[src/rtl/pipe_pkg.sv]
// Shared definitions for the pipeline hazard unit: forwarding-select encoding,
// scoreboard entry layout and default widths.
package pipe_pkg;

    localparam int unsigned XLEN_DEF  = 32;
    localparam int unsigned RA_W_DEF  = 5;
    localparam int unsigned RA_W_MAX  = 8;

    typedef enum logic [2:0] {
        FWD_RF = 3'd0,
        FWD_S0 = 3'd1,
        FWD_S1 = 3'd2,
        FWD_S2 = 3'd3,
        FWD_S3 = 3'd4,
        FWD_S4 = 3'd5,
        FWD_S5 = 3'd6
    } fwd_sel_t;

    // rd is stored at the widest supported register-address width
    typedef struct packed {
        logic                valid;
        logic [RA_W_MAX-1:0] rd;
        logic                regwr;
        logic                is_load;
    } sb_entry_t;

    function automatic fwd_sel_t fwd_from_idx(input logic [2:0] idx);
        return fwd_sel_t'(idx + 3'd1);
    endfunction

endpackage

[src/rtl/pipe_hazard_unit_match.sv]
// Per-operand priority encoder: finds the youngest in-flight writer of a source
// register and reports its stage index, select code and load flag.
module hazard_match
    import pipe_pkg::*;
#(
    parameter int unsigned DEPTH = 3,
    parameter int unsigned RA_W  = RA_W_DEF
) (
    input  sb_entry_t [DEPTH-1:0] entries,
    input  logic [RA_W-1:0]       src,
    input  logic                  use_src,
    output fwd_sel_t              sel,
    output logic                  hit,
    output logic [2:0]            hit_idx,
    output logic                  hit_load
);

    always_comb begin
        hit      = 1'b0;
        hit_idx  = '0;
        hit_load = 1'b0;
        // ascending scan, first match kept: lowest index is the youngest producer
        for (int unsigned k = 0; k < DEPTH; k++) begin
            if (!hit && entries[k].valid && entries[k].regwr && use_src &&
                src != '0 && entries[k].rd == RA_W_MAX'(src)) begin
                hit      = 1'b1;
                hit_idx  = 3'(k);
                hit_load = entries[k].is_load;
            end
        end
        sel = hit ? fwd_from_idx(hit_idx) : FWD_RF;
    end

endmodule

[src/rtl/pipe_hazard_unit.sv]
// Data-hazard forwarding, load-use stall and branch-redirect flush control
// driven by a shift-register scoreboard of in-flight instructions.
module pipe_hazard_unit
    import pipe_pkg::*;
#(
    parameter int unsigned XLEN     = XLEN_DEF,
    parameter int unsigned RA_W     = RA_W_DEF,
    parameter int unsigned DEPTH    = 3,
    parameter int unsigned LOAD_IDX = 1,
    parameter int unsigned BR_IDX   = 1
) (
    input  logic                  clk,
    input  logic                  rst_n,
    input  logic                  id_valid,
    input  logic [RA_W-1:0]       id_rs,
    input  logic [RA_W-1:0]       id_rt,
    input  logic                  id_use_rs,
    input  logic                  id_use_rt,
    input  logic [RA_W-1:0]       id_rd,
    input  logic                  id_regwr,
    input  logic                  id_is_load,
    input  logic [XLEN-1:0]       rf_a,
    input  logic [XLEN-1:0]       rf_b,
    input  logic [DEPTH*XLEN-1:0] stage_res,
    input  logic                  redirect,
    input  logic                  hold,
    output logic [XLEN-1:0]       opa,
    output logic [XLEN-1:0]       opb,
    output logic [2:0]            sel_a,
    output logic [2:0]            sel_b,
    output logic                  pc_en,
    output logic                  ifid_en,
    output logic                  flush_ifid,
    output logic                  flush_idex,
    output logic [31:0]           stall_cnt,
    output logic [31:0]           flush_cnt
);

    sb_entry_t [DEPTH-1:0] sb;
    fwd_sel_t              sel_rs, sel_rt;
    logic                  hit_rs, hit_rt, load_rs, load_rt;
    logic [2:0]            idx_rs, idx_rt;
    logic                  load_use;
    logic [31:0]           stall_cnt_q, flush_cnt_q;

    hazard_match #(.DEPTH(DEPTH), .RA_W(RA_W)) u_match_rs (
        .entries (sb),
        .src     (id_rs),
        .use_src (id_use_rs),
        .sel     (sel_rs),
        .hit     (hit_rs),
        .hit_idx (idx_rs),
        .hit_load(load_rs)
    );

    hazard_match #(.DEPTH(DEPTH), .RA_W(RA_W)) u_match_rt (
        .entries (sb),
        .src     (id_rt),
        .use_src (id_use_rt),
        .sel     (sel_rt),
        .hit     (hit_rt),
        .hit_idx (idx_rt),
        .hit_load(load_rt)
    );

    assign load_use = (hit_rs && load_rs && 32'(idx_rs) < LOAD_IDX) ||
                      (hit_rt && load_rt && 32'(idx_rt) < LOAD_IDX);

    always_comb begin
        opa = rf_a;
        opb = rf_b;
        for (int unsigned k = 0; k < DEPTH; k++) begin
            if (hit_rs && idx_rs == 3'(k)) opa = stage_res[k*XLEN +: XLEN];
            if (hit_rt && idx_rt == 3'(k)) opb = stage_res[k*XLEN +: XLEN];
        end
    end

    assign sel_a     = rst_n ? sel_rs : FWD_RF;
    assign sel_b     = rst_n ? sel_rt : FWD_RF;
    assign stall_cnt = stall_cnt_q;
    assign flush_cnt = flush_cnt_q;

    always_comb begin
        pc_en      = 1'b1;
        ifid_en    = 1'b1;
        flush_ifid = 1'b0;
        flush_idex = 1'b0;
        if (!rst_n) begin
            pc_en      = 1'b0;
            ifid_en    = 1'b0;
            flush_ifid = 1'b1;
            flush_idex = 1'b1;
        end else if (hold) begin
            pc_en   = 1'b0;
            ifid_en = 1'b0;
        end else if (redirect) begin
            flush_ifid = 1'b1;
            flush_idex = 1'b1;
        end else if (load_use) begin
            pc_en      = 1'b0;
            ifid_en    = 1'b0;
            flush_idex = 1'b1;
        end
    end

    always_ff @(posedge clk or negedge rst_n) begin
        if (!rst_n) begin
            sb          <= '0;
            stall_cnt_q <= '0;
            flush_cnt_q <= '0;
        end else if (!hold) begin
            sb[0] <= '{valid:   id_valid && !load_use && !redirect,
                       rd:      RA_W_MAX'(id_rd),
                       regwr:   id_regwr,
                       is_load: id_is_load};
            // wrong-path instructions younger than the branch are squashed as they shift
            for (int unsigned k = 1; k < DEPTH; k++) begin
                sb[k] <= sb[k-1];
                if (redirect && (k - 1) < BR_IDX) sb[k].valid <= 1'b0;
            end
            if (redirect && flush_cnt_q != '1) flush_cnt_q <= flush_cnt_q + 32'd1;
            if (load_use && !redirect && stall_cnt_q != '1) stall_cnt_q <= stall_cnt_q + 32'd1;
        end
    end

endmodule

[config.mk]
export PLATFORM = sky130hd
export DESIGN_NAME = pipe_hazard_unit
export DESIGN_NICKNAME = d
export VERILOG_FILES = /design/src/rtl/pipe_pkg.sv /design/src/rtl/pipe_hazard_unit_match.sv /design/src/rtl/pipe_hazard_unit.sv
export SDC_FILE = /design/constraint.sdc
export NUM_CORES = 1
export LEC_CHECK = 0
export ABC_AREA = 1
export ABC_CLOCK_PERIOD_IN_PS = 1960
export BUFFER_PORTS_ARGS = -buffer_cell sky130_fd_sc_hd__buf_4
export CAP_MARGIN = 25
export CORE_MARGIN = 2
export CORE_UTILIZATION = 25
export DETAILED_ROUTE_END_ITERATION = 7
export GPL_ROUTABILITY_DRIVEN = 0
export PLACE_DENSITY = 0.59
export SLEW_MARGIN = 20
export SYNTH_ARGS = -nofsm -noshare
export SYNTH_HDL_FRONTEND = slang
export SYNTH_SLANG_ARGS = --single-unit
export TNS_END_PERCENT = 20
[constraint.sdc]
create_clock -name clk -period 1.96 [get_ports clk]
set_input_delay 0.392 -clock clk [delete_from_list [all_inputs] [get_ports clk]]
set_output_delay 0.392 -clock clk [all_outputs]
set_load 0.05 [all_outputs]
# Yosys cells after proc, flatten, opt, wreduce, memory -nomap -nowiden
# Index checks and enable logic that the tools add are counted.
# op_classes
n_addsub,4
order_cmp,2
eq_ne,12
n_mux,38
bitwise,1
n_reduce_logical,55
# op_table
operator,count
$mux W32,6
$add A32 B1 Y32 const B,2
$ne A32 B32 Y1 const B,2
$logic_and A1 B1 Y1,42
$eq A5 B5 Y1,6
$mux W1,26
$mux W3,4
$reduce_bool A5 Y1,2
$add A2 B1 Y3 const B,2
$eq A3 B1 Y1 const B,2
$eq A3 B2 Y1 const B,2
$logic_not A1 Y1,6
$logic_not A3 Y1,2
$lt A3 B1 Y1 const B,2
$mux W2,2
$reduce_and A2 Y1,2
$logic_or A1 B1 Y1,1
$not A1 Y1,1
# totals
ff_bits,88
input_bits,184
output_inout_bits,138

# Logic depth before layout (Yosys ltp)
# logic_depth
word_depth,26
ltp_mapped,13
mapped_depth_nobuf,12

# Modules after synthesis
# From an unflattened synthesis, not the netlist that was laid out.
# hier_totals
cells_unflattened,1457
hier_area_um2,8553.2
# by_module_without_submodules
mod,instances,cells_each,area_each_um2,seq_area_each_um2
pipe_hazard_unit,1,1203,7287.0,2202.1
hazard_match,2,127,633.1,0.0

# Least setup slack after synthesis
# Ideal clock, no wire load.
# synth_timing
kind,in2out
start,input hold
end,output pc_en
t_arrival_ns,1.876
setup_slack_ns,-0.308
path_stages,7
path_cell_list,clkbuf_1 -> inv_1 -> clkbuf_1 -> clkbuf_1 -> nand3_1 -> inv_1 -> buf_4
# synth_between
elab_chain_len,2
# synth_lines
item,line,text
"start, declared",pipe_hazard_unit.sv:26,"input logic hold,"
$mux W1 (2 in series),-,
"end, declared",pipe_hazard_unit.sv:31,"output logic pc_en,"
# No other way between the ends.

# Worst setup path in the final report
# layout_timing
start,register sb[2] (netlist name)
end,output opb[16]
# layout_between
elab_chain_len,22
word_cells_on_any_way,28
cone_classes,eq/ne: 3; mux: 8; reduce/logical: 17
# layout_lines
item,line,text
"start, declared",pipe_hazard_unit.sv:39,sb_entry_t [DEPTH-1:0] sb;
"start signal, assigned by index",pipe_hazard_unit.sv:118,sb[k] <= sb[k-1];
$eq A5 B5 Y1 *,pipe_hazard_unit_match.sv:25,src != '0 && entries[k].rd == RA_W_MAX'(src)) begin
$logic_and A1 B1 Y1 *,pipe_hazard_unit_match.sv:25,
$mux W1 *,pipe_hazard_unit_match.sv:24,if (!hit && entries[k].valid && entries[k].regwr && use_src &&
$logic_not A1 Y1,pipe_hazard_unit_match.sv:24,
$logic_and A1 B1 Y1 (4 in series),pipe_hazard_unit_match.sv:24,
$logic_and A1 B1 Y1,pipe_hazard_unit_match.sv:25,
$mux W1,pipe_hazard_unit_match.sv:24,
$logic_not A1 Y1,pipe_hazard_unit_match.sv:24,
$logic_and A1 B1 Y1 (4 in series),pipe_hazard_unit_match.sv:24,
$logic_and A1 B1 Y1,pipe_hazard_unit_match.sv:25,
$mux W2,pipe_hazard_unit_match.sv:24,
$logic_not A3 Y1,pipe_hazard_unit.sv:74,if (hit_rt && idx_rt == 3'(k)) opb = stage_res[k*XLEN +: XLEN];
$logic_and A1 B1 Y1,pipe_hazard_unit.sv:74,
$mux W32 (2 in series),pipe_hazard_unit.sv:74,
$mux W32 *,pipe_hazard_unit.sv:74,
"end, declared",pipe_hazard_unit.sv:28,"output logic [XLEN-1:0] opb,"
# Every way passes the cells marked *; elsewhere a longest branch is shown, timed or not.

==> impl_metrics.csv <==
group,metric,value,unit
cells_and_area,layout_commonest_cell,"nand2_1",
timing,skew,0.0132,ns
grt,grt_pass1_vias,10027,
timing,maxSlewViolCount,0,
yosys,async_flop_share,1.00,
critical_path,critical_path_required,1.57,ns
cts,cts_buffers,9,
yosys,synth.distinct_cells,39,
yosys,netlist_area,7730,µm²
yosys,synth_top_flop_cell,"dfrtp_1",
pwr,pwr-share-clk,0.288,
cts,root_buffer,"clkbuf_16",
timing,fin_hold_ws,0.167,ns
placed_design,placed_cell_area,11400,µm²
yosys,synth-warning-count,0,
pwr,pwr-share-seq,0.345,
critical_path,critical_path_depth,10,
placed_design,dp_hpwl,27500,µm
pwr,leakage,6.49,nW
timing,rsz0062_at_grt,"yes",
grt,grt_pass1_wl,55200,µm
timing,relSlewSlack,0.527,
routing,routed_wl,36000,µm
routing,dr_total_vias,10001,
pwr,power,5.93,mW
critical_path,end_kind,"primary output",
floorplan,die_w,180,µm
routing,drtPass1Iterations,5,
cells_and_area,layout-drive-gt1-share,0.388,
timing,worst_pin_slew,0.710,ns
cells_and_area,areaGrowthSynthToFinish,67.0,%
timing,period_needed,2.63,ns
routing,viasPerCell,4.86,
routing,wl_per_cell,17.5,µm
timing,fin_crit_sh,1.34,
critical_path,reg2reg_from,"sb[2]",
critical_path,crit_path_start,"sb[2]",
cells_and_area,mostFrequentLayoutCells,"527 x nand2_1, 327 x buf_4, 83 x inv_1",
critical_path,cpMaxStageDelayCell,"dfrtp_1",
pwr,p_comb_frac,0.367,
floorplan,std_cell_rows,64,
floorplan,initial_core_util,0.253,
pwr,p_sw,2.24,mW
placed_design,port_buffers,319,
yosys,synth_edf_count,0,
yosys,ys_ff_latch,86,
critical_path,start_kind,"flop",
critical_path,worst-setup-path-type,"reg2out",
routing,drc_errors,0,
cts,clockBufferDepth,2,
run_status,run_status,"complete, but fails checks",
cells_and_area,fin_util,0.423,
grt,grtUsageTotal,0.214,
pwr,p_int,3.69,mW
floorplan,io_pins,322,
floorplan,core,30500,µm²
critical_path,worstRegToRegCells,13,
yosys,synth.avg_cell_area,6.04,µm²
critical_path,critical_path_arrival,2.23,ns
critical_path,critical_path.cell_chain,"buf_4 -> xnor2_2 -> nand2_2 -> nor2_4 -> nand2_8 -> clkbuf_16 -> o21ai_1 -> nand2_1 -> nand3_2 -> buf_6",
yosys,synthCells,1280,
cts,insertion_delay,0.36,ns
grt,grt-ovfl-total,0,
grt,grt_max_degree,55,
pwr,peakVddDrop,919,µV
timing,hold_viol_final,0,
critical_path,critPathMaxStageDelay,0.41,ns
run,maxCapViolCount,0,
run_status,violations,"negative setup slack",
timing,finalSetupViolations,102,
critical_path,critPathMaxFanout,25,
cts,cts_tree,"yes",
pwr,powerDensity,460,nW/µm²
cts,htree_levels,3,
routing,ant_nets,0,
floorplan,dieArea,32300,µm²
critical_path,cp_num_buf_inv,3,
routing,initialDrtViolationCount,480,
cells_and_area,fin_nets,1839,
critical_path,cp_top_family,"simple AND/OR/NAND/NOR gates",
cells_and_area,design_area,12900,µm²
timing,fmax,381,MHz
hold_path,hold_path.class,"in2async",
cts,cts.sinks,86,
yosys,synth-seq-area-share,0.278,
cts,cts.clk_slew.worst_paths,0.07,ns
timing,tns,-41.23,ns
grt,antenna_found_initial,4,
timing,setup_ws,-0.666,ns
pwr,swShare,0.378,
floorplan,die_height,180,µm
-- final timing paths --
path	to	slack (ns)
min	stall_cnt[30]	0.17
max in group asynchronous	sb[27]	1.18
min reg2reg	sb[23]	0.49
max reg2reg	stall_cnt[21]	-0.08
max	opb[16]	-0.67
min in group clk	sb[1]	0.22
-- through the flow --
stage / setup WS [ns] / instances
floorplan: -0.209 / 1281
global placement: -0.446 / 2026
detailed placement: -0.468 / 2026
CTS: -0.605 / 2051
global route: -0.750 / 2057
finish: -0.666 / 2058
-- metal layers --
layer  share of wire  vias to the layer above  track usage
met1            0.38                     4723        0.240
met5               0                        -            0
met2            0.52                      399        0.400
li1                -                     4803            -
met3           0.061                       76       0.0328
met4           0.038                        0       0.0859
-- state kept, by name (all words and copies together), names as in the netlist --
signal / cells
flush_cnt: 32
sb: 22
stall_cnt: 32
-- power groups by stage --
stage | clock, mW | combinational [mW] | sequential (mW)
2_1_floorplan | 0 | 0.842 | 2.28
3_3_place_gp | 0 | 1.92 | 2.07
3_5_place_dp | 0 | 1.94 | 2.07
4_1_cts | 1.76 | 2.11 | 2.04
5_1_grt | 1.83 | 2.33 | 2.07
6_report | 1.71 | 2.18 | 2.05
-- logic make-up after synthesis --
kind of cell	Yosys count	share of synthesized area
flops	86	0.278
buf+inv	153	0.0936
compound gates	97	0.0643
other cells	1	0.000485
simple gates	879	0.489
fa+ha+maj	2	0.00324
xor+xnor	62	0.0712
-- what timing repair did --
action,4_1_cts,5_1_grt
pin swaps,26,25
hold buffers,0,0
setup endpoints to repair,102,127
setup buffers,6,2
cloned,3,2
resized for setup,188,118
-- Yosys cell counts (10+ instances only) --
cell type	n	area [µm²]
nand3b_1	14	105
inv_2	10	37.5
dfrtp_1	86	2150
clkbuf_1	10	37.5
nor3_1	22	110
nand2_1	582	2180
xor2_1	22	193
nand2_2	13	81.3
inv_1	85	319
o21ai_0	53	265
nor2_1	74	278
buf_6	12	135
buf_2	27	135
nand4_1	35	219
xnor2_1	39	342
nand3_1	108	541
o21ai_1	38	190
-- final cells by class --
| type | count | area [µm²] |
|---|---|---|
| repair buffers | 419 | 3790 |
| inverters | 95 | 373 |
| clock buffers | 9 | 225 |
| clock inverters | 7 | 62.6 |
| multi-input cells | 1042 | 5790 |
| diodes | 4 | 10.0 |
| well taps | 396 | 495 |
| fillers | 3150 | 17600 |
| flip-flops and latches | 86 | 2160 |
No activity file was read; power rests on OpenSTA's default activity.
